$ cat config.mk
export PLATFORM = sky130hd
export DESIGN_NAME = spi_target_regs
export DESIGN_NICKNAME = d
export VERILOG_FILES = /design/src/rtl/pedal_pkg.sv /design/src/rtl/spi_sync.sv /design/src/rtl/spi_target_regs.sv
export SDC_FILE = /design/constraint.sdc
export NUM_CORES = 1
export LEC_CHECK = 0
export CORE_MARGIN = 10
export CORE_UTILIZATION = 54
export CTS_CLUSTER_DIAMETER = 80
export DETAILED_ROUTE_END_ITERATION = 6
export GPL_ROUTABILITY_DRIVEN = 0
export HOLD_SLACK_MARGIN = 0.03
export PLACE_DENSITY = 0.89
export SLEW_MARGIN = 20
export SYNTH_ARGS = -nofsm -noshare
export SYNTH_HDL_FRONTEND = slang
export SYNTH_SLANG_ARGS = --single-unit
export TNS_END_PERCENT = 1
$ cat constraint.sdc
create_clock -name wb_clk_i -period 4.5 [get_ports wb_clk_i]
set_clock_uncertainty 0.1 [all_clocks]
set_input_delay 0.9 -clock wb_clk_i [delete_from_list [all_inputs] [get_ports wb_clk_i]]
set_output_delay 0.9 -clock wb_clk_i [all_outputs]
set_load 0.02 [all_outputs]
$ cat src/rtl/pedal_pkg.sv
// Shared constants for the pedal SPI register target:
// register map, reset values, ID and FSM encoding.
package pedal_pkg;

  typedef enum logic [1:0] {
    ST_IDLE,
    ST_CMD,
    ST_DATA,
    ST_WAIT_CS
  } spi_state_t;

  localparam logic [6:0] ADDR_THRES = 7'd0;
  localparam logic [6:0] ADDR_SLOPE = 7'd1;
  localparam logic [6:0] ADDR_GAIN  = 7'd2;
  localparam logic [6:0] ADDR_CTRL  = 7'd3;
  localparam logic [6:0] ADDR_TRIM1 = 7'd4;
  localparam logic [6:0] ADDR_TRIM2 = 7'd5;
  localparam logic [6:0] ADDR_TRIM3 = 7'd6;
  localparam logic [6:0] ADDR_ID    = 7'd7;

  localparam logic [7:0] RST_THRES = 8'h80;
  localparam logic [7:0] RST_SLOPE = 8'h02;
  localparam logic [7:0] RST_GAIN  = 8'h40;
  localparam logic [4:0] RST_CTRL  = 5'h00;
  localparam logic [7:0] RST_TRIM  = 8'h80;
  localparam logic [7:0] ID_VALUE  = 8'hA5;

  localparam logic [4:0] LAST_CMD_BIT = 5'd7;
  localparam logic [4:0] LAST_BIT     = 5'd15;
  localparam logic [4:0] MAX_BITS     = 5'd16;

  function automatic logic is_writable(input logic [6:0] a);
    return a < ADDR_ID;
  endfunction

endpackage

$ cat src/rtl/spi_sync.sv
// Two-flop synchronizer with rise/fall detection
// on the synchronized level.
module spi_sync #(
  parameter logic RST_VAL = 1'b0
) (
  input  logic clk,
  input  logic rst,
  input  logic d,
  output logic q,
  output logic rise,
  output logic fall
);

  logic meta;
  logic prev;

  always_ff @(posedge clk or posedge rst) begin
    if (rst) begin
      meta <= RST_VAL;
      q    <= RST_VAL;
      prev <= RST_VAL;
    end else begin
      meta <= d;
      q    <= meta;
      prev <= q;
    end
  end

  assign rise = q & ~prev;
  assign fall = ~q & prev;

endmodule

$ cat src/rtl/spi_target_regs.sv
// SPI mode-0 target with 16-bit R/nW frames onto a
// small effect-parameter register file.
module spi_target_regs
  import pedal_pkg::*;
(
  input  logic       wb_clk_i,
  input  logic       wb_rst_i,
  input  logic       sclk_i,
  input  logic       cs_n_i,
  input  logic       mosi_i,
  output logic       miso_o,
  output logic       miso_oeb_o,
  output logic [7:0] thres_o,
  output logic [7:0] slope_o,
  output logic [7:0] gain_o,
  output logic [4:0] ctrl_o,
  output logic [7:0] trim1_o,
  output logic [7:0] trim2_o,
  output logic [7:0] trim3_o,
  output logic       wr_stb_o,
  output logic       frame_err_o
);

  logic sclk_lvl, sclk_rise, sclk_fall;
  logic cs_s, cs_rise, cs_fall;
  logic mosi_meta, mosi_s;
  logic unused;

  spi_sync #(.RST_VAL(1'b0)) u_sclk (
    .clk(wb_clk_i), .rst(wb_rst_i), .d(sclk_i),
    .q(sclk_lvl), .rise(sclk_rise), .fall(sclk_fall)
  );

  spi_sync #(.RST_VAL(1'b1)) u_cs (
    .clk(wb_clk_i), .rst(wb_rst_i), .d(cs_n_i),
    .q(cs_s), .rise(cs_rise), .fall(cs_fall)
  );

  assign unused = sclk_lvl;

  spi_state_t state, state_nx;
  logic [4:0] bit_cnt;
  logic [6:0] sr;
  logic [7:0] cmd, tx, rd_data, data;
  logic [6:0] rd_addr;
  logic [1:0] warm;
  logic armed, miso_q, wr_stb, frame_err;
  logic start, shift_rise, cmd_done, frame_done;
  logic abort, drive_miso, commit;
  logic [7:0] thres, slope, gain, trim1, trim2, trim3;
  logic [4:0] ctrl;

  always_ff @(posedge wb_clk_i or posedge wb_rst_i) begin
    if (wb_rst_i) state <= ST_IDLE;
    else          state <= state_nx;
  end

  always_comb begin
    state_nx = state;
    unique case (state)
      ST_IDLE:    if (start) state_nx = ST_CMD;
      ST_CMD: begin
        if (abort)         state_nx = ST_IDLE;
        else if (cmd_done) state_nx = ST_DATA;
      end
      ST_DATA: begin
        if (abort)           state_nx = ST_IDLE;
        else if (frame_done) state_nx = ST_WAIT_CS;
      end
      ST_WAIT_CS: if (cs_rise) state_nx = ST_IDLE;
    endcase
  end

  // A frame may only open on a cs_n fall seen after cs_n was high post-reset
  always_comb begin
    start      = (state == ST_IDLE) & cs_fall & armed;
    shift_rise = ((state == ST_CMD) | (state == ST_DATA))
               & sclk_rise & ~cs_s;
    cmd_done   = (state == ST_CMD) & shift_rise
               & (bit_cnt == LAST_CMD_BIT);
    frame_done = (state == ST_DATA) & shift_rise
               & (bit_cnt == LAST_BIT);
    abort      = ((state == ST_CMD) | (state == ST_DATA)) & cs_rise;
    drive_miso = (state == ST_DATA) & sclk_fall & ~cs_s;
  end

  assign rd_addr = {sr[5:0], mosi_s};
  assign data    = {sr, mosi_s};
  assign commit  = frame_done & ~cmd[7] & is_writable(cmd[6:0]);

  always_comb begin
    rd_data = 8'h00;
    unique case (rd_addr)
      ADDR_THRES: rd_data = thres;
      ADDR_SLOPE: rd_data = slope;
      ADDR_GAIN:  rd_data = gain;
      ADDR_CTRL:  rd_data = {3'b000, ctrl};
      ADDR_TRIM1: rd_data = trim1;
      ADDR_TRIM2: rd_data = trim2;
      ADDR_TRIM3: rd_data = trim3;
      ADDR_ID:    rd_data = ID_VALUE;
      default:    rd_data = 8'h00;
    endcase
  end

  always_ff @(posedge wb_clk_i or posedge wb_rst_i) begin
    if (wb_rst_i) begin
      mosi_meta <= 1'b0;
      mosi_s    <= 1'b0;
      warm      <= 2'b00;
      armed     <= 1'b0;
      bit_cnt   <= 5'd0;
      sr        <= 7'd0;
      cmd       <= 8'h00;
      tx        <= 8'h00;
      miso_q    <= 1'b0;
      wr_stb    <= 1'b0;
      frame_err <= 1'b0;
    end else begin
      mosi_meta <= mosi_i;
      mosi_s    <= mosi_meta;
      warm      <= {warm[0], 1'b1};
      if (warm[1] & cs_s) armed <= 1'b1;
      wr_stb    <= commit;
      frame_err <= abort;
      if (start) begin
        bit_cnt <= 5'd0;
        sr      <= 7'd0;
      end else if (shift_rise) begin
        sr <= {sr[5:0], mosi_s};
        if (bit_cnt != MAX_BITS) bit_cnt <= bit_cnt + 5'd1;
      end
      if (cmd_done) begin
        cmd <= data;
        tx  <= rd_data;
      end
      if (drive_miso) begin
        miso_q <= tx[7];
        tx     <= {tx[6:0], 1'b0};
      end else if (state != ST_DATA) begin
        miso_q <= 1'b0;
      end
    end
  end

  always_ff @(posedge wb_clk_i or posedge wb_rst_i) begin
    if (wb_rst_i) begin
      thres <= RST_THRES;
      slope <= RST_SLOPE;
      gain  <= RST_GAIN;
      ctrl  <= RST_CTRL;
      trim1 <= RST_TRIM;
      trim2 <= RST_TRIM;
      trim3 <= RST_TRIM;
    end else if (commit) begin
      unique case (cmd[6:0])
        ADDR_THRES: thres <= data;
        ADDR_SLOPE: slope <= data;
        ADDR_GAIN:  gain  <= data;
        ADDR_CTRL:  ctrl  <= data[4:0];
        ADDR_TRIM1: trim1 <= data;
        ADDR_TRIM2: trim2 <= data;
        ADDR_TRIM3: trim3 <= data;
        default: ;
      endcase
    end
  end

  assign miso_o      = miso_q;
  assign miso_oeb_o  = cs_s;
  assign wr_stb_o    = wr_stb;
  assign frame_err_o = frame_err;
  assign thres_o     = thres;
  assign slope_o     = slope;
  assign gain_o      = gain;
  assign ctrl_o      = ctrl;
  assign trim1_o     = trim1;
  assign trim2_o     = trim2;
  assign trim3_o     = trim3;

endmodule
; ---- Yosys cells after proc, flatten, opt, wreduce, memory -nomap -nowiden
; Cells that the tools add are included.
[totals]
inputBits = 5
regBits = 97
output_inout_bits = 57
elab_cells = 108
[classes]
order_cmp = 1
eq_ne = 24
reduce_logical = 16
add_sub_neg = 1
n_bitwise = 24
mux = 17
[ops]
columns = op, n
row1 = case mux 8 bit (8 select lines), 1
row2 = "== test 7 x 3 -> 1 bit, second input constant", 7
row3 = "== test 7 x 2 -> 1 bit, second input constant", 4
row4 = AND 1 bit, 18
row5 = 2-to-1 mux 8 bit, 2
row6 = AND reduction 2 bit, 8
row7 = 2-to-1 mux 5 bit, 3
row8 = "== test 7 x 1 -> 1 bit, second input constant", 2
row9 = zero test 7 bit, 2
row10 = 2-to-1 mux 7 bit, 2
row11 = 2-to-1 mux 2 bit, 6
row12 = case mux 2 bit (4 select lines), 1
row13 = nonzero test 2 bit, 4
row14 = "< comparator 7 x 3 -> 1 bit, second input constant", 1
row15 = "!= test 2 bit, second input constant", 3
row16 = "!= test 3 bit, second input constant", 2
row17 = "adder 5 x 1 -> 5 bit, second input constant", 1
row18 = "== test 5 x 3 -> 1 bit, second input constant", 1
row19 = "== test 5 x 4 -> 1 bit, second input constant", 1
row20 = "!= test 5 bit, second input constant", 1
row21 = NOT 1 bit, 5
row22 = "== test 2 bit, second input constant", 2
row23 = AND reduction 4 bit, 1
row24 = "== test 2 x 1 -> 1 bit, second input constant", 1
row25 = 3 further kinds, 4

; ---- Longest topological paths before layout
; Gate-level depths: netlist of run 1.
[depth]
ltp_word = 9
ltp_mapped = 9
depth_no_buf = 8

; ---- By module
; From an unflattened synthesis of run 1, not the netlist that was laid out.
[unflattened]
hier_cells = 368
area_unflattened_um2 = 4555.6
[modules_own_cells]
columns = module, n_inst, seq_area_each_um2, cells_per_inst, area_per_inst_um2
row1 = spi_target_regs, 1, 2284.7, 356, 4364.2
row2 = spi_sync at u_cs, 1, 78.8, 6, 97.6
row3 = spi_sync at u_sclk, 1, 75.1, 6, 93.8

; ---- Worst setup path after synthesis of run 1
; No wires, ideal clock.
[synth_path]
path_kind = reg2reg
start = reg state[0]
end = reg trim1[0], in the netlist trim1_o[0]
path_buffers = 2
setup_ns = 0.125
synth_period_minus_slack_ns = 2.442
t_arrival_ns = 2.217
setup_slack_ns = 2.058
stages_incl_launch_ff = 10
required_time_ns = 4.275
cell_sequence = dfrtp_1 inv_1 ha_1 nand4bb_1 buf_4 nor4_4 nand2b_1 buf_6 nor3b_4 mux2_2
[synth_between]
elab_chain_len = 9
elab_cells_between_ends = 10
classes_between = 2 x eq/ne / 7 x bitwise / 1 x reduce/logical
[synth_rtl]
columns = item, line
row1 = start: declaration, spi_target_regs.sv:41  ; spi_state_t state, state_nx;
row2 = start signal: assignment, spi_target_regs.sv:55  ; else state <= state_nx;
row3 = == test 2 x 1 -> 1 bit / == test 2 bit (equally long branches), "spi_target_regs.sv:77, spi_target_regs.sv:81"
row4 = bitwise OR 1 bit, spi_target_regs.sv:77  ; shift_rise = ((state == ST_CMD) | (state == ST_DATA))
row5 = AND 1 bit (2 in a row), spi_target_regs.sv:78  ; & sclk_rise & ~cs_s;
row6 = AND 1 bit (*), spi_target_regs.sv:81  ; frame_done = (state == ST_DATA) & shift_rise
row7 = AND 1 bit (*), spi_target_regs.sv:82  ; & (bit_cnt == LAST_BIT);
row8 = AND 1 bit (*) (2 in a row), spi_target_regs.sv:89  ; assign commit = frame_done & ~cmd[7] & is_writable(cmd[6:0]);
row9 = AND reduction 2 bit (no line) (*), -
row10 = end signal: assignment, spi_target_regs.sv:161  ; ADDR_TRIM1: trim1 <= data;
row11 = end: declaration, spi_target_regs.sv:50  ; logic [7:0] thres, slope, gain, trim1, trim2, trim3;
; Mark *: on every way between the ends. The rest lies on a longest branch, timed or not.
; A chain may end at the register's enable or synchronous reset.

; ---- Final worst setup path of run 1
[layout_path]
start = reg state[1]
end = reg gain[5], in the netlist gain_o[5]
[layout_between]
elab_chain_len = 9
elab_cells_between_ends = 10
classes_between = 2 x eq/ne / 7 x bitwise / 1 x reduce/logical
[layout_rtl]
columns = item, line
row1 = == test 2 x 1 -> 1 bit / == test 2 bit (equally long branches), "spi_target_regs.sv:77, spi_target_regs.sv:81"
row2 = bitwise OR 1 bit, spi_target_regs.sv:77
row3 = AND 1 bit (2 in a row), spi_target_regs.sv:78
row4 = AND 1 bit (*), spi_target_regs.sv:81
row5 = AND 1 bit (*), spi_target_regs.sv:82
row6 = AND 1 bit (*) (2 in a row), spi_target_regs.sv:89
row7 = AND reduction 2 bit (no line) (*), -
row8 = end signal: assignment, spi_target_regs.sv:159  ; ADDR_GAIN: gain <= data;
row9 = end: declaration, spi_target_regs.sv:50
; Marked as above.

==> results of run 1 <==
final cells by class:
| cell class | instances | area (um^2) |
|---|---|---|
| Tap cell | 102 | 127.6 |
| Sequential cell | 97 | 2439 |
| Multi-Input combinational cell | 229 | 1849 |
| Inverter | 10 | 38.79 |
| Clock buffer | 10 | 127.6 |
| Fill cell | 547 | 2525 |
| Timing Repair Buffer | 66 | 648.1 |
| Clock inverter | 6 | 92.59 |
power groups by stage:
stage / registers [mW] / clock network (mW) / logic (mW)
2_1_floorplan: 0.962 / 0 / 0.262
3_3_place_gp: 0.991 / 0 / 0.308
3_5_place_dp: 0.996 / 0 / 0.326
4_1_cts: 0.979 / 0.629 / 0.336
5_1_grt: 0.989 / 0.669 / 0.375
6_report: 0.982 / 0.624 / 0.340
metal layers:
layer	track usage [%]	share of wire, %
met1	23.27	40
met2	30.72	50
met3	5.920	8.5
met4	6.330	1.8
met5	0	0
cell usage after synthesis, types with 3 or more instances:
master,n,area share [%]
nor2b_1,7,0.99
dfrtp_1,88,50
a22o_1,3,0.60
mux2i_1,10,2.3
inv_1,10,0.85
nand2b_1,4,0.57
a31oi_1,4,0.57
ha_1,8,2.3
nand3b_1,4,0.68
a22oi_1,8,1.4
o21ai_0,12,1.4
nand2_1,33,2.8
nor2_1,16,1.4
buf_1,4,0.34
dfstp_2,9,5.4
a21oi_1,16,1.8
mux2_2,63,16
clkbuf_1,11,0.94
state kept, by name (all words and copies together) (netlist names), 2 cells and up:
signal	flops
state	2
bit_cnt	5
gain_o	8
tx	8
slope_o	8
cmd	8
trim3_o	8
ctrl_o	5
warm	2
sr	7
trim1_o	8
thres_o	8
trim2_o	8
how the worst max path moves through the flow:
| stage | start | end | slack (ps) | depth (start not counted) |
|---|---|---|---|---|
| floorplan | wb_rst_i | armed | 980 | 1 |
| global placement | state[0] | gain_o[0] | 1470 | 7 |
| detailed placement | state[0] | gain_o[4] | 1380 | 7 |
| CTS | state[1] | gain_o[5] | 1230 | 7 |
| global route | state[1] | tx[6] | 940 | 7 |
| finish | state[1] | gain_o[5] | 1220 | 7 |
cells in the final DEF (no fill, tap or decap), types with 8 or more instances in the layout:
| cell type | netlist | routed |
|---|---|---|
| a22oi_1 | 8 | 8 |
| mux2i_1 | 10 | 10 |
| o21ai_0 | 12 | 12 |
| nand2_1 | 33 | 33 |
| mux2_2 | 63 | 63 |
| dfstp_2 | 9 | 9 |
| clkbuf_8 | 0 | 9 |
| inv_1 | 10 | 9 |
| clkdlybuf4s50_1 | 0 | 61 |
| ha_1 | 8 | 8 |
| nor2_1 | 16 | 16 |
| dfrtp_1 | 88 | 88 |
| a21oi_1 | 16 | 16 |
critical path, delay by kind of cell (launching register included):
family | cells | cell delay, ps
and+or+nand+nor | 4 | 1770
buffers and inverters | 1 | 120
adders and majority gates | 1 | 360
DFF | 1 | 410
muxes | 1 | 410
cells by family (layout without fill, tap and decap cells):
kind of cell | Yosys count | in the layout
flops | 97 | 97
simple gates | 83 | 83
mux | 76 | 76
compound gates | 58 | 58
buf+inv | 29 | 92
fa+ha+maj | 8 | 8
xor+xnor | 3 | 3
other cells | 1 | 1
==> key figures, run 1 <==
Detailed routing
  – DRT Wirelength: 10.89 mm
  – Wire length per cell: 20.94 um
  – Post-route ant nets: 0
  – Vias post-DR: 3098
  – DRC viols: 0
  – DR iter-0 viols: 298
  – Drt via density: 5.958
  – DR pass1 iterations: 4

Clocking
  – Cts hold-fix bufs: 0
  – Clock Sinks: 97
  – Setup Fix Bufs, Post-CTS: 0
  – Clock Pin Slew Worst Setup and Hold Paths: 100 ps
  – CTS H-tree lvls: 3
  – Num CTS Buffers: 9
  – CTS Root Cell: clkbuf_8
  – Clock Latency Late Sink: 380 ps
  – Clock Tree Buf Depth: 2
  – CTS tree: yes
  – PostCTS Resize Cnt: 0

Place
  – IO Port Bufs: 61
  – Placed Area: 0.005092 mm^2
  – DP HPWL: 7.444 mm
  – Post-placement cell count: 504
  – Pre-CTS setup slack: 1381 ps

Floorplan
  – # rows: 32
  – Die Y: 110.3 um
  – Chip width: 110.3 um
  – Ports: 62
  – Initial Utilization: 56.15%
  – Die area: 0.01217 mm^2
  – CORE AREA: 0.007848 mm^2

Pwr
  – Leak pwr: 2.350 nW
  – Int Pwr: 1.350 mW
  – Clock Power Share: 32.1%
  – Pwr Density: 365.5 mW/mm^2
  – Pwr Total: 1.945 mW
  – Comb power frac: 17.5%
  – Sw frac: 30.61%
  – Sequential share of power: 50.5%
  – Sw power: 0.5955 mW
  – Worst vdd ir: 0.1602 mV

Setup path
  – CP Capture Type: flop
  – Slowest CP cell: nor3b_4
  – CP max stage delay: 620 ps
  – R2R Setup Slk: 1220 ps
  – Cells along the critical path: inv_1 > ha_1 > nand4bb_1 > nor4_4 > nand2b_1 > nor3b_4 > mux2_2
  – Startpoint types: flop
  – Worst R2R Start: state[1]
  – Required arrival time at the worst endpoint: 4650 ps
  – Max FO, Critical Path: 10
  – Data arrival, critical path: 3430 ps
  – Reg2Reg Capture Point: gain_o[5]
  – Cells on worst reg2reg path: 7
  – WS Path Type: flop to flop

Synth
  – Seq/Total Area, Yosys: 55.34%
  – Syn Area/Cell: 12.41 um^2
  – Asr flop ratio synth: 100.0%
  – Cell Area, Synth: 0.004407 mm^2
  – Post-synthesis xor/xnor area fraction: 0.5963%
  – Count of cell types in the netlist: 53
  – Simple-gate share of the synthesized area: 10.45%
  – Post-synthesis mux area share: 19.65%
  – Post-Synth Adder-Cell Area: 2.271%
  – Synth Area in Compound Gates: 8.688%
  – Largest family of logic cells by synthesized area: multiplexers
  – Synth Register Bits: 97
  – Syn_nets: 368
  – Number of synthesized flops with an enable pin: 0
  – Ys Warns: 0
  – Cells after Synth: 355
  – Main synth FF type: dfrtp_1

Layout
  – Proportion of layout cells with a drive suffix above 1: 24.88%
  – Final cell count without fillers: 520
  – # diodes: 0
  – Post-Layout Inst Area: 0.005323 mm^2
  – Net count reported at finish: 426
  – Final cell utilization of the core: 67.83%
  – Area grow syn2layout: 20.78%

Global routing
  – GR Util All Layers: 18.85%
  – Total grt overflow: 0
  – Vias in the first global route: 3311
  – Largest net degree at the start of global routing: 57
  – Initial antenna violation count: 0
  – First-pass GRT wire length: 17.70 mm

Job
  – Max Cap Viol: 0

Hold path
  – Hold path endpoint: u_sclk.q
  – Worst min path class: flop to flop
  – Min-Delay Path Depth: 0
  – Hold path startpoint: u_sclk.meta

STA
  – Max Transition Viols Final: 0
  – Max Fclk: 304.7 MHz
  – Worst hold margin: 260.2 ps
  – Tcrit/Tclk final: 72.93%
  – Final setup fails: 0
  – Slew at the pin with the worst max-slew slack: 940.1 ps
  – Final hold vios: 0
  – Final WS setup: 1218 ps
  – Slew margin rel.: 37.25%
  – Unrepaired setup endpoints after global routing: no
  – Post-route minimum period: 3282 ps
  – Setup TNS: 0 ps

Outcome
  – Status: complete, no violations
No activity file was read; power rests on OpenSTA's default activity.
==> run 2, diff against run 1 <==
- clock period: 4.5 -> 3.2 ns (I/O delays scaled with it)
==> run 2 against run 1 <==
Critical path depth stayed put. Critical path type unchanged. Hold slack about the same. Clock power increased by 28%. Critical endpoint is now trim1_o[4]. Core utilization is essentially flat. Highest routed layer unchanged. Via count shrank 0.84%. Routed wire length down 0.98%.
==> key figures, run 2 (synthesis results as in run 1) <==
Layout
  – Post-Layout Inst Area: 0.005321 mm^2 (was 0.005323 mm^2)
  – Fill cell total of the finished layout: 566 (was 547)
  – Final cell count without fillers: 524 (was 520)
  – # diodes: 0 (unchanged)
  – Final cell utilization of the core: 67.81% (was 67.83%)
  – Area grow syn2layout: 20.76% (was 20.78%)
  – Leading cell type in the layout, fill and taps excluded: dfrtp_1 (unchanged)
  – Proportion of layout cells with a drive suffix above 1: 24.88% (about the same)
  – FF+latch area: 0.002439 mm^2 (unchanged)
  – Net count reported at finish: 430 (was 426)
  – Multi-input logic area: 0.001839 mm^2 (was 0.001849 mm^2)
  – Most frequent cells in the layout: dfrtp_1, mux2_2, clkdlybuf4s50_1 (unchanged)

Pwr
  – Sw frac: 30.59% (was 30.61%)
  – Sw power: 0.8120 mW (was 0.5955 mW)
  – Pwr Density: 498.8 mW/mm^2 (was 365.5 mW/mm^2)
  – Int Pwr: 1.842 mW (was 1.350 mW)
  – Sequential share of power: 52.1% (was 50.5%)
  – Worst vdd ir: 0.2390 mV (was 0.1602 mV)
  – Pwr Total: 2.655 mW (was 1.945 mW)
  – Leak pwr: 2.358 nW (was 2.350 nW)
  – Clock Power Share: 30.1% (was 32.1%)
  – Comb power frac: 17.8% (was 17.5%)

STA
  – Setup TNS: 0 ps (unchanged)
  – Slew margin rel.: 48.02% (was 37.25%)
  – Max Fclk: 346.6 MHz (was 304.7 MHz)
  – Slew at the pin with the worst max-slew slack: 779.8 ps (was 940.1 ps)
  – Final setup fails: 0 (unchanged)
  – Tcrit/Tclk final: 90.15% (was 72.93%)
  – Unrepaired setup endpoints after global routing: no (unchanged)
  – Post-route minimum period: 2885 ps (was 3282 ps)
  – Max Transition Viols Final: 0 (unchanged)
  – Final WS setup: 315.2 ps (was 1218 ps)
  – Final hold vios: 0 (unchanged)
  – Worst hold margin: 260.5 ps (was 260.2 ps)

Global routing
  – GR Util All Layers: 18.75% (was 18.85%)
  – Largest net degree at the start of global routing: 56 (was 57)
  – Initial antenna violation count: 0 (unchanged)
  – Vias in the first global route: 3227 (was 3311)
  – Total grt overflow: 0 (unchanged)
  – First-pass GRT wire length: 17.69 mm (was 17.70 mm)

Detailed routing
  – DRT Wirelength: 10.78 mm (was 10.89 mm)
  – Post-route ant nets: 0 (unchanged)
  – Drt via density: 5.863 (was 5.958)
  – DRC viols: 0 (unchanged)
  – DR pass1 iterations: 4 (unchanged)
  – DR iter-0 viols: 269 (was 298)
  – Wire length per cell: 20.57 um (was 20.94 um)
  – Vias post-DR: 3072 (was 3098)

Job
  – Max Cap Viol: 0 (unchanged)

Clocking
  – CTS Root Cell: clkbuf_8 (unchanged)
  – Num CTS Buffers: 9 (unchanged)
  – CTS tree: yes (unchanged)
  – Clock Tree Buf Depth: 2 (unchanged)
  – CTS H-tree lvls: 3 (unchanged)
  – PostCTS Resize Cnt: 0 (unchanged)
  – Clock Latency Late Sink: 370 ps (was 380 ps)
  – Cts hold-fix bufs: 0 (unchanged)
  – Setup Fix Bufs, Post-CTS: 0 (unchanged)
  – Clock Pin Slew Worst Setup and Hold Paths: 90 ps (was 100 ps)
  – Clock Sinks: 97 (unchanged)

Floorplan
  – # rows: 32 (unchanged)
  – Chip width: 110.3 um (unchanged)
  – Die Y: 110.3 um (unchanged)
  – CORE AREA: 0.007848 mm^2 (unchanged)
  – Die area: 0.01217 mm^2 (unchanged)
  – Ports: 62 (unchanged)
  – Initial Utilization: 56.15% (unchanged)

Setup path
  – Max FO, Critical Path: 8 (was 10)
  – Startpoint types: flop (unchanged)
  – CP Capture Type: flop (unchanged)
  – Required arrival time at the worst endpoint: 3350 ps (was 4650 ps)
  – WS Path Type: flop to flop (unchanged)
  – Data arrival, critical path: 3030 ps (was 3430 ps)

Outcome
  – Status: complete, no violations (unchanged)

Place
  – Placed Area: 0.005125 mm^2 (was 0.005092 mm^2)
  – DP HPWL: 7.550 mm (was 7.444 mm)
  – IO Port Bufs: 61 (unchanged)
  – Post-placement cell count: 508 (was 504)
  – Pre-CTS setup slack: 391.5 ps (was 1381 ps)

Hold path
  – Worst min path class: flop to flop (unchanged)
-- run 2: area by class of cell --
cell class              instances  area share, %
clock buffers                  12          2.727
clock inverters                 4         0.9640
inverters                      10         0.7759
multi-input cells             229          34.56
flip-flops and latches         97          45.83
well taps                     102          2.398
repair buffers                 70          12.74
-- run 2: metal layers --
layer | global-route usage (%) | wire length [um] | up-vias
met2 | 29.00 | 5216 | 109
met5 | 0 | 0 | -
met1 | 24.69 | 4572 | 1555
met4 | 7.615 | 249 | 0
met3 | 4.759 | 741 | 19
li1 | - | - | 1389
-- run 2: worst max-delay path, stage by stage, from the launching register on --
cell and delay (ps):
dfrtp_1 410, inv_1 110, ha_1 330, nand4bb_1 190, nor4_4 340, nand2b_1 270
nor3b_4 600, mux2_2 410
-- run 2: worst paths after layout --
| path | cells after the start | slack (ps) | startpoint | to |
|---|---|---|---|---|
| max | 7 | 320 | state[0] | trim1_o[4] |
| min | 0 | 260 | u_cs.meta | u_cs.q |
| max reg2reg | 7 | 320 | state[0] | trim1_o[4] |
| min reg2reg | 0 | 260 | u_cs.meta | u_cs.q |
| max in group asynchronous | 3 | 1700 | wb_rst_i | sr[2] |
| min in group asynchronous | 2 | 410 | wb_rst_i | state[1] |
-- run 2: power groups by stage --
stage	clock (mW)	combinational, mW	sequential (mW)
3_5_place_dp	0	0.462	1.41
6_report	0.798	0.473	1.38
5_1_grt	0.864	0.535	1.40
2_1_floorplan	0	0.369	1.35
4_1_cts	0.806	0.468	1.38
3_3_place_gp	0	0.438	1.40
==> RTL change 1: new RTL, flow settings as in run 2 <==
`RST_VAL` is set to 1'b0 in 2 places; all go to 1'b1.
--- a/src/rtl/spi_sync.sv
+++ b/src/rtl/spi_sync.sv
@@ -3,3 +3,3 @@
 module spi_sync #(
-  parameter logic RST_VAL = 1'b0
+  parameter logic RST_VAL = 1'b1
 ) (
--- a/src/rtl/spi_target_regs.sv
+++ b/src/rtl/spi_target_regs.sv
@@ -28,3 +28,3 @@
 
-  spi_sync #(.RST_VAL(1'b0)) u_sclk (
+  spi_sync #(.RST_VAL(1'b1)) u_sclk (
     .clk(wb_clk_i), .rst(wb_rst_i), .d(sclk_i),
Formal check against the unedited RTL: same outputs for any inputs over 10 cycles, from zero or initial values and one cycle with wb_rst_i high; that may be too few to reach the edited logic, so the function may still have changed.
==> RTL change 1 against run 2 <==
Die area about the same; non-clock buffer count decreased by 1; power increased by 1.6%; combinational power decreased by 1%; synthesized area about the same; count of clock-buffer cells in the layout increased by 1; wire length decreased by 1.3%; via count increased by 0.68%; sequential cell count unchanged; worst setup slack got worse by 16 ps; hold slack got worse by 11 ps; design area increased by 0.52%; largest cell class unchanged; highest routed layer unchanged.
==> RTL change 1: results (changes against run 2) <==
- Synth Instances: 355 (unchanged)
- Lkg Pwr: 2.36 nW (+0.24%)
- Max IR drop VDD: 0.000217 V (-9.0%)
- Vias in the first global route: 3206 (-0.65%)
- Post-synth top cells: dfrtp_1, mux2_2, nand2_1
- Sequential share of the synthesized area: 55.4% (about the same)
- Async SR Flop Fraction: 100% (unchanged)
- 1st-pass router iterations: 5 (+1)
- RR Startpoint: state[0]
- R2R cell count: 7 (unchanged)
- Post-CTS setup buffer count: 0 (unchanged)
- Clock transition at path regs: 90 ps (about the same)
- Status: finished clean
- Total GRT Usage: 18.5% (-0.25 points)
- Placed Cells: 507 (-0.20%)
- Root buffer cell: clkbuf_8
- R2r setup slk: 300 ps (-20 ps)
- Global route overflow: 0 (unchanged)
- # fillers: 560 (-1.1%)
- Pin slew with the least headroom to its limit: 690 ps (-89.9 ps)
- Initial drt markers: 267 (-0.74%)
- ANT cells: 0 (unchanged)
- Vias/cell: 5.91 (+0.88%)
- Global-route wire length before repair: 17300 um (-2.0%)
- Hold Path Class: reg -> reg
- Detailed placement HPWL: 7390 um (-2.1%)
- Cts bufs inserted: 9 (unchanged)
- Top post-synthesis cells by area: dfrtp_1, mux2_2, dfstp_2, nand2_1, ha_1
- Largest net degree at the start of global routing: 73 (+30%)
- Synth warnings: 0 (unchanged)
- Setup crit end: trim1_o[2]
- Post-Route WL: 10600 um (-1.3%)
- Final Hold Vio Count: 0 (unchanged)
- Post-DR wirelength/cell: 20.3 um (-1.1%)
- PostCTS Resize Cnt: 0 (unchanged)
- CP max FO: 8 (unchanged)
- Netlist cell types: 53 (unchanged)
- Synthesized Nets: 368 (unchanged)
- Initial antenna violation count: 0 (unchanged)
- Worst-skew pair later-pin latency: roughly 360 ps
- IO buf count: 61 (unchanged)
- Worst Path Arrival: 3050 ps (+20 ps)
- Worst Hold Launch: u_sclk.meta
- Share of cells above drive strength 1: 25.7% (+0.77 points)
- Net count, final: 429 (-0.23%)
## RTL change 1: changes by cell type after synthesis, sizes merged
cell,delta
dfstp,+3
dfrtp,-3
## RTL change 1: power breakdown
part / internal (mW) / switching (mW)
clock network: 0.429 / 0.413
registers: 1.28 / 0.107
logic: 0.178 / 0.290
## RTL change 1: stage by stage
stage	total power, mW	setup WS, ps	hold slack (ps)	util (%)	cell area (um^2)
after global routing	2.83	199	251	68.2	5350
after floorplan	1.72	758	231	-	4410
final	2.70	299	250	68.2	5350
after detailed placement	1.87	351	240	65.4	5130
after CTS	2.70	328	249	68.2	5350
after global placement	1.83	458	234	65.4	5130
## RTL change 1: worst min path at each step
stage / end / slack (ps) / cells after the start
final: u_sclk.q / 250 / 0
after global routing: u_sclk.q / 250 / 0
after CTS: u_sclk.q / 250 / 0
after detailed placement: warm[1] / 240 / 0
after global placement: warm[1] / 230 / 0
after floorplan: mosi_s / 230 / 0
## RTL change 1: logic make-up after synthesis
| logic type | share of synthesized area, % |
|---|---|
| DFF | 55.4 |
| and+or+nand+nor | 10.4 |
| muxes | 19.6 |
| AOI/OAI and AO/OA | 8.68 |
| buffers and inverters | 2.92 |
| adders and majority gates | 2.27 |
| xor gates and xnor gates | 0.596 |
| other | 0.0850 |
## RTL change 1: layout make-up
type,count,share of cell area (%)
sequential,97,45.7
clock inverter,3,0.865
clock buffer,13,3.16
timing repair buffer,69,12.8
tap,102,2.39
inverter,10,0.772
multi-input combinational,229,34.4
## RTL change 1: routing by layer
metal	vias to the layer above	track usage [%]	share of wire, %
li1	1381	-	-
met1	1584	23.8	42
met2	115	29.8	50
met3	13	4.47	7.0
met4	0	6.70	1.4
met5	-	0	0
## RTL change 1: worst max-delay path: stages, from the launching register on
cell       delay (ps)
dfrtp_1           430
inv_1             110
ha_1              340
nand4bb_1         200
nor4_4            350
nand2b_1          260
nor3b_4           590
mux2_2            410
==> RTL change 2: new RTL, config.mk and constraints of run 2 <==
Made on the original files. Register the inputs `cs_n_i` and `mosi_i` before use, cleared by the reset. The logic sees them one clock later.
--- a/src/rtl/spi_target_regs.sv
+++ b/src/rtl/spi_target_regs.sv
@@ -23,2 +23,15 @@
 
+  logic cs_n_q;
+  logic mosi_q;
+
+  always_ff @(posedge wb_clk_i or posedge wb_rst_i) begin
+    if (wb_rst_i) begin
+      cs_n_q <= '0;
+      mosi_q <= '0;
+    end else begin
+      cs_n_q <= cs_n_i;
+      mosi_q <= mosi_i;
+    end
+  end
+
   logic sclk_lvl, sclk_rise, sclk_fall;
@@ -34,3 +47,3 @@
   spi_sync #(.RST_VAL(1'b1)) u_cs (
-    .clk(wb_clk_i), .rst(wb_rst_i), .d(cs_n_i),
+    .clk(wb_clk_i), .rst(wb_rst_i), .d(cs_n_q),
     .q(cs_s), .rise(cs_rise), .fall(cs_fall)
@@ -119,3 +132,3 @@
     end else begin
-      mosi_meta <= mosi_i;
+      mosi_meta <= mosi_q;
       mosi_s    <= mosi_meta;
Behaviour: not the same (Yosys sat finds a counterexample within 4 cycles, from zero or initial values and one cycle with wb_rst_i high).
==> RTL change 2 against run 2 <==
Power rose by 2.3%; sequential cell count is 2 higher; wire length up 1.0%; worst setup slack better by 280 ps; sequential share of layout area rose by 0.31 points; design area rose by 1.4%; critical endpoint is now trim3_o[3]; synthesized area is 2.5% higher; first-iteration DRC count shrank 17%.
==> RTL change 2: results (changes against run 2) <==
- Root buffer cell: clkbuf_8
- Worst Hold Launch: u_sclk.meta
- Synth warnings: 0 (unchanged)
- Worst path max stage delay: 420 ps (-180 ps)
- Post-Route WL: 10900 um (+1.0%)
- Comb power frac: 17.0% (-0.8 points)
- Lkg Pwr: 2.44 nW (+3.4%)
- Share of cells above drive strength 1: 26.1% (+1.2 points)
- Clock transition at path regs: 100 ps
- Status: finished clean
- Vias in the first global route: 3298 (+2.2%)
- Psw: 868 uW (+6.9%)
- Post-DR wirelength/cell: 20.8 um (+1.2%)
- Post-synth top cells: dfrtp_1, mux2_2, nand2_1
- Htree depth: 3 (unchanged)
- R2r setup slk: 600 ps (+280 ps)
- Initial drt markers: 224 (-17%)
- Internal Power: 1.85 mW (+0.27%)
- CP max FO: 8 (unchanged)
- Detailed placement HPWL: 7590 um (+0.52%)
- Adder-cell share of the synthesized area: 2.22% (-0.056 points)
- R2r endpoint: trim3_o[3]
- Proportion of synthesized area in mux cells: 18.4% (-1.3 points)
- Worst-skew pair later-pin latency: 370 ps (about the same)
- Total GRT Usage: 17.4% (-1.4 points)
- Pre-CTS WS: 605 ps (+213 ps)
- Worst hold stages: 0 (unchanged)
- Pin slew with the least headroom to its limit: 974 ps (+194 ps)
- Avg Cell Area, Syn: 12.6 um^2 (+1.1%)
- Complex-gate fraction of the synthesized area: 6.59% (-2.1 points)
- Worst Path Arrival: 2760 ps (-270 ps)
- Max IR drop VDD: 0.000254 V (+6.3%)
- Slowest stage cell, crit path: dfrtp_1
- Clk buf depth: 2 (unchanged)
- Synthesized Nets: 373 (+1.4%)
- Hold Path Sink: u_sclk.q
- Largest net degree at the start of global routing: 60 (+7.1%)
- Placed Instance Area: 0.00521 mm^2 (+1.6%)
- Worst Hold Margin: 263 ps (+2.37 ps)
- Share of total power in sequential cells: 54.8% (+2.7 points)
- Xor/xnor cell area share of the yosys netlist: 0.582% (-0.015 points)
- Global-route wire length before repair: 17800 um (+0.35%)
- Worst Setup SP: bit_cnt[0]
- Sequential share of the synthesized area: 55.1% (-0.26 points)
- Cts bufs inserted: 9 (unchanged)
- Net count, final: 426 (-0.93%)
- Initial antenna violation count: 0 (unchanged)
- Vias/cell: 5.89 (+0.39%)
- Top post-synthesis cells by area: dfrtp_1, mux2_2, dfstp_2, nand2_1, mux4_2
- Netlist cell types: 57 (+7.5%)
- Placed Cells: 507 (-0.20%)
RTL change 2: metal layers:
metal | GRT usage, % | vias to the layer above | share of wire, %
met2 | 30.0 | 104 | 52
li1 | - | 1388 | -
met4 | 6.60 | 0 | 1.9
met5 | 0 | - | 0
met1 | 20.8 | 1569 | 41
met3 | 3.70 | 17 | 5.7
RTL change 2: how the worst max path moves through the flow:
stage | cells past startpoint | endpoint | slack (ps)
after floorplan | 9 | trim3_o[0] | 840
after global placement | 6 | trim3_o[1] | 730
after detailed placement | 6 | trim3_o[6] | 600
after CTS | 7 | trim3_o[3] | 570
after global routing | 7 | trim3_o[3] | 460
final | 7 | trim3_o[3] | 600
RTL change 2: layout make-up:
cell class	count	area (um^2)
repair buffers	66	661
clock inverters	7	65.1
well taps	105	131
inverters	10	41.3
clock buffers	9	124
fillers	585	2780
multi-input cells	227	1880
flip-flops and latches	99	2490
